<file path="src/rtl/dmem_bus_if.sv">
// dmem_bus_if: registered request/acknowledge data-bus master behind the memory-access stage.
// Optional ack timeout with error pulse when DBUS_TIMEOUT_EN is defined.
module dmem_bus_if #(
    parameter int unsigned TIMEOUT_CYCLES = 255
) (
    input  logic        clk,
    input  logic        rst,
    input  logic        mem_ce_i,
    input  logic        mem_we_i,
    input  logic [31:0] mem_addr_i,
    input  logic [3:0]  mem_sel_i,
    input  logic [31:0] mem_wdata_i,
    input  logic        stall_i,
    input  logic        flush_i,
    output logic [31:0] mem_rdata_o,
    output logic        stall_req_o,
    output logic        bus_req_o,
    output logic        bus_we_o,
    output logic [31:0] bus_addr_o,
    output logic [3:0]  bus_sel_o,
    output logic [31:0] bus_wdata_o,
    input  logic        bus_ack_i,
    input  logic [31:0] bus_rdata_i,
    output logic        bus_err_o
);
    typedef enum logic [1:0] {IDLE, BUSY, DONE, DRAIN} state_t;

    state_t      state, state_nxt;
    logic [31:0] rbuf;
    logic        tmo;
    logic        unused_addr;

    assign unused_addr = ^mem_addr_i[1:0];

`ifdef DBUS_TIMEOUT_EN
    logic [7:0] cnt;

    // Counter only matters in BUSY/DRAIN; clearing on every state change covers both entries.
    assign tmo = (cnt + 8'd1) == 8'(TIMEOUT_CYCLES);

    always_ff @(posedge clk or negedge rst)
        if (!rst) begin
            cnt       <= '0;
            bus_err_o <= 1'b0;
        end else begin
            cnt       <= (state_nxt != state) ? '0 : bus_ack_i ? cnt : cnt + 8'd1;
            bus_err_o <= state == BUSY && state_nxt == DONE && !bus_ack_i;
        end
`else
    logic unused_tmo;

    assign unused_tmo = ^TIMEOUT_CYCLES;
    assign tmo        = 1'b0;
    assign bus_err_o  = 1'b0;
`endif

    always_comb begin
        state_nxt = state;
        unique case (state)
            IDLE:  state_nxt = (mem_ce_i && !flush_i) ? BUSY : IDLE;
            BUSY:  state_nxt = bus_ack_i ? (flush_i ? IDLE : DONE) : flush_i ? DRAIN : tmo ? DONE : BUSY;
            DONE:  state_nxt = (flush_i || !stall_i) ? IDLE : DONE;
            DRAIN: state_nxt = (bus_ack_i || tmo) ? IDLE : DRAIN;
            default: state_nxt = IDLE;
        endcase
    end

    always_ff @(posedge clk or negedge rst)
        if (!rst) begin
            state       <= IDLE;
            bus_req_o   <= 1'b0;
            bus_we_o    <= 1'b0;
            bus_addr_o  <= '0;
            bus_sel_o   <= '0;
            bus_wdata_o <= '0;
            rbuf        <= '0;
        end else begin
            state     <= state_nxt;
            bus_req_o <= state_nxt == BUSY || state_nxt == DRAIN;
            if (state == IDLE && state_nxt == BUSY) begin
                bus_we_o    <= mem_we_i;
                bus_addr_o  <= {mem_addr_i[31:2], 2'b00};
                bus_sel_o   <= mem_sel_i;
                bus_wdata_o <= mem_wdata_i;
            end
            // Stores and timed-out requests both leave zero in the read buffer.
            if (state == BUSY && state_nxt == DONE)
                rbuf <= (bus_ack_i && !bus_we_o) ? bus_rdata_i : '0;
        end

    assign mem_rdata_o = (state == DONE) ? rbuf : '0;
    assign stall_req_o = (state == IDLE && mem_ce_i && !flush_i) || state == BUSY || state == DRAIN;
endmodule

</file>
<file path="config.mk">
export PLATFORM = sky130hd
export DESIGN_NAME = dmem_bus_if
export DESIGN_NICKNAME = d
export VERILOG_FILES = /design/src/rtl/dmem_bus_if.sv
export SDC_FILE = /design/constraint.sdc
export NUM_CORES = 1
export LEC_CHECK = 0
export ABC_AREA = 0
export BUFFER_PORTS_ARGS = -buffer_cell sky130_fd_sc_hd__buf_2
export CORE_MARGIN = 3
export CORE_UTILIZATION = 46
export DETAILED_ROUTE_END_ITERATION = 8
export GPL_TIMING_DRIVEN = 0
export PLACE_DENSITY = 0.88
export SYNTH_ARGS = -nofsm -noshare
export SYNTH_HDL_FRONTEND = slang
export SYNTH_SLANG_ARGS = --single-unit
</file>
<file path="constraint.sdc">
create_clock -name clk -period 2.23 [get_ports clk]
set_input_delay 0.223 -clock clk [delete_from_list [all_inputs] [get_ports clk]]
set_output_delay 0.223 -clock clk [all_outputs]
set_load 0.005 [all_outputs]
</file>
==> summary.md <==
| Metric | Value |
|---|---|
| Status | finished, final reports clean |
| Leak | 0.00308 uW |
| Fmax achieved | 0.479 GHz |
| Chip Width | 103 um |
| CTS H-tree lvls | 3 |
| Die area | 0.0106 sq mm |
| CP Data Arrival Time | 1.87 ns |
| Count leader, synth | dfrtp_1 |
| CORE AREA | 0.00893 sq mm |
| Final setup viols | 0 |
| DRT antenna net count | 0 |
| FF-to-FF Start | state[1] |
| Total GRT Usage | 0.199 |
| FILL cells | 691 |
| Remaining Overflow, GRT | 0 |
| Reg area | 0.00253 sq mm |
| Initial Util | 0.484 |
| Post-Syn Instances | 297 |
| Row count | 34 |
| Reg2reg setup slack | 0.51 ns |
| R2R Path End | bus_wdata_o[15] |
| CP endpoint | mem_rdata_o[0] |
| Register area share after synthesis | 0.584 |
| Post-DR wirelength/cell | 16.6 um |
| Vias per cell | 4.98 |
| Crit. End Element | output port |
| TritonCTS clock tree | done |
| DR iter-0 viols | 82 |
| Final WS setup | 0.141 ns |
| TritonCTS Buffers | 9 |
| Max incr delay on CP | 0.44 ns |
| Crit-path slowest cell | dfrtp_1 |
| Port Buf Inserts | 205 |
| Main flop type after synthesis | dfrtp_1 |
| Clock power share | 0.232 |
| Largest net degree at the start of global routing | 53 |
| Endpoints failing hold | 0 |
| Clock latency on the worst-skew pair | 0.36 ns |
| WHS | 0.0751 ns |
| Hpwl dp | 8180 um |
| Share of cells above drive strength 1 | 0.636 |
| Ys async rst share | 1.00 |
| Avg Cell Area, Syn | 14.6 sq um |
| Antenna cells | 0 |
| Area growth, synth to finish | 33.0% |
| Post-synth design cell area | 0.00433 sq mm |
| CTS root buffer | clkbuf_8 |
| Slew Viols, Final | 0 |
| Place WS | 0.316 ns |
| Critical path class | flip-flop to output port |
| Post-CTS sizing | 0 |
| Multi-input gate area | 0.00169 sq mm |
| Combinational share of power | 0.273 |
| Slew @ Worst Pin | 0.654 ns |
| R2R cell count | 4 |
| CP Data Required Time | 2.01 ns |
| CP Cell Sequence | nor2b_1, clkbuf_1, and2_1, buf_2 |
| DRC | 0 |
| Startpoint types | flip-flop |
| Num ports | 211 |
| Synth top cells by count | 101 x dfrtp_1, 91 x mux2_2, 32 x and2_1, 32 x and3b_1 |
| Deepest clock path buffer count | 2 |
| Setup tns final | 0 ns |
| Detailed-route via count | 3137 |
| Hold Path Class | input pin to flip-flop |
| Worst Setup SP | state[1] |
| Sw Ratio | 0.275 |
| P_sw | 1470 uW |
| Internal cell power | 3870 uW |
| Pre-antenna DRT Iters | 4 |
| Count of warnings emitted by yosys | 0 |
| Yosys cell types | 14 |
| Sequential power share | 0.496 |
| RSZ-0062 raised after global routing | no |
| Pwr Density | 929 mW/mm^2 |
| Clock skew | 0.0138 ns |
| Final critical-path required period | 2.09 ns |
| Area contributors post-synth | dfrtp_1 58%, mux2_2 24%, and3b_1 6.5%, and2_1 4.6%, mux2_1 2.1% |
| Routability cong. | 0.785 |
| Slew headroom | 0.564 |
| First-pass GRT wire length | 16100 um |
| CP max FO | 10 |
| Yosys top cell area share | 0.584 |
| # clock sinks | 101 |
| Die height | 103 um |
| Clock-pin slew on the worst setup and hold paths | 0.10 ns |
| Final #Nets | 625 |
| Antenna violations before repair | 0 |
| Synth Register Bits | 101 |
| Largest area contributor in the netlist | dfrtp_1 |
| Post-synth EDFFs | 0 |
| Maximum VDD drop | 510 uV |
| Final cycle utilization of the critical path | 0.937 |
| # Max-Cap Violations | 0 |
| Wirelength, routed | 10500 um |
| Vias in the first global route | 3356 |
==> per-stage QoR <==
step                cell area, sq um  std cells  power [uW]  utilization
finish                          5760        630        5350        0.644
global placement                5500        612        4050        0.615
global route                    5760        630        5690        0.644
CTS                             5760        630        5410        0.644
floorplan                       4330        299        3390            -
detailed placement              5530        613        4170        0.618
==> sequential cells by signal, summed over array words and instances, names as in the netlist <==
| name | cells |
|---|---|
| bus_addr_o | 30 |
| bus_wdata_o | 32 |
| rbuf | 32 |
| bus_we_o | 1 |
| bus_sel_o | 4 |
| state | 2 |
==> kinds of logic (layout without fill, tap and decap cells) <==
| logic type | Yosys count | after routing | synth area share |
|---|---|---|---|
| flip-flops | 101 | 101 | 0.584 |
| buffers and inverters | 23 | 246 | 0.0269 |
| other | 1 | 3 | 0.000867 |
| AO/OA/AOI/OAI | 1 | 1 | 0.00231 |
| AND/OR/NAND/NOR | 72 | 72 | 0.128 |
| multiplexers | 99 | 99 | 0.258 |
==> final cells by class <==
type                            count  share of cell area
Buffer                             23              0.0202
Clock buffer                        9              0.0215
Clock inverter                      6              0.0154
Multi-Input combinational cell    175               0.294
Sequential cell                   101               0.439
Tap cell                          108              0.0235
Timing Repair Buffer              208               0.187
==> critical path: cells and delay by family (launching register included) <==
| kind | cells | cell delay, ns |
|---|---|---|
| buf+inv | 2 | 0.46 |
| flops | 1 | 0.44 |
| simple gates | 2 | 0.62 |
==> layer usage <==
layer,routed length (um),global-route usage,vias up
li1,-,-,1465
met5,0,0,-
met1,4000,0.224,1527
met2,5540,0.356,132
met3,780,0.0622,13
met4,150,0.0677,0
==> worst min-delay path by stage <==
| stage | from | endpoint | slack (ns) | cells past startpoint |
|---|---|---|---|---|
| 6_report | mem_wdata_i[5] | bus_wdata_o[5] | 0.08 | 2 |
| 5_1_grt | mem_wdata_i[4] | bus_wdata_o[4] | 0.06 | 2 |
| 4_1_cts | mem_wdata_i[5] | bus_wdata_o[5] | 0.06 | 2 |
| 3_5_place_dp | rst | bus_addr_o[31] | 0.29 | 1 |
| 3_3_place_gp | mem_wdata_i[5] | bus_wdata_o[5] | 0.44 | 2 |
| 2_1_floorplan | rst | bus_addr_o[10] | -0.07 | 0 |
==> what timing repair did <==
action	in CTS	in global routing
endpoints found under the setup margin	1	0
buffers inserted	1	0
hold buffers	1	0
hold endpoints to repair	49	0
==> layout by cell type, fill, tap and decap left out <==
| cell | netlist | routed |
|---|---|---|
| clkinv_2 | 0 | 1 |
| clkbuf_1 | 9 | 9 |
| a221o_1 | 1 | 1 |
| and3b_1 | 32 | 32 |
| dlygate4sd3_1 | 0 | 1 |
| bufinv_16 | 0 | 2 |
| clkinvlp_4 | 0 | 2 |
| and4bb_2 | 1 | 1 |
| buf_4 | 5 | 7 |
| mux2_1 | 8 | 8 |
| nor2b_1 | 3 | 3 |
| mux2_2 | 91 | 91 |
| buf_2 | 9 | 213 |
| clkinv_4 | 0 | 1 |
| buf_16 | 0 | 1 |
| conb_1 | 1 | 3 |
| nor4b_4 | 1 | 1 |
| dfrtp_1 | 101 | 101 |
| or2_2 | 3 | 3 |
| clkbuf_8 | 0 | 9 |
| and2_1 | 32 | 32 |
==> power groups by stage <==
stage	Combinational [uW]	Clock, uW	Sequential, uW
5_1_grt	1610	1350	2720
6_report	1460	1240	2650
2_1_floorplan	713	0	2680
3_3_place_gp	1410	0	2640
3_5_place_dp	1480	0	2690
4_1_cts	1490	1270	2660
(Power assumes the default switching activity.)
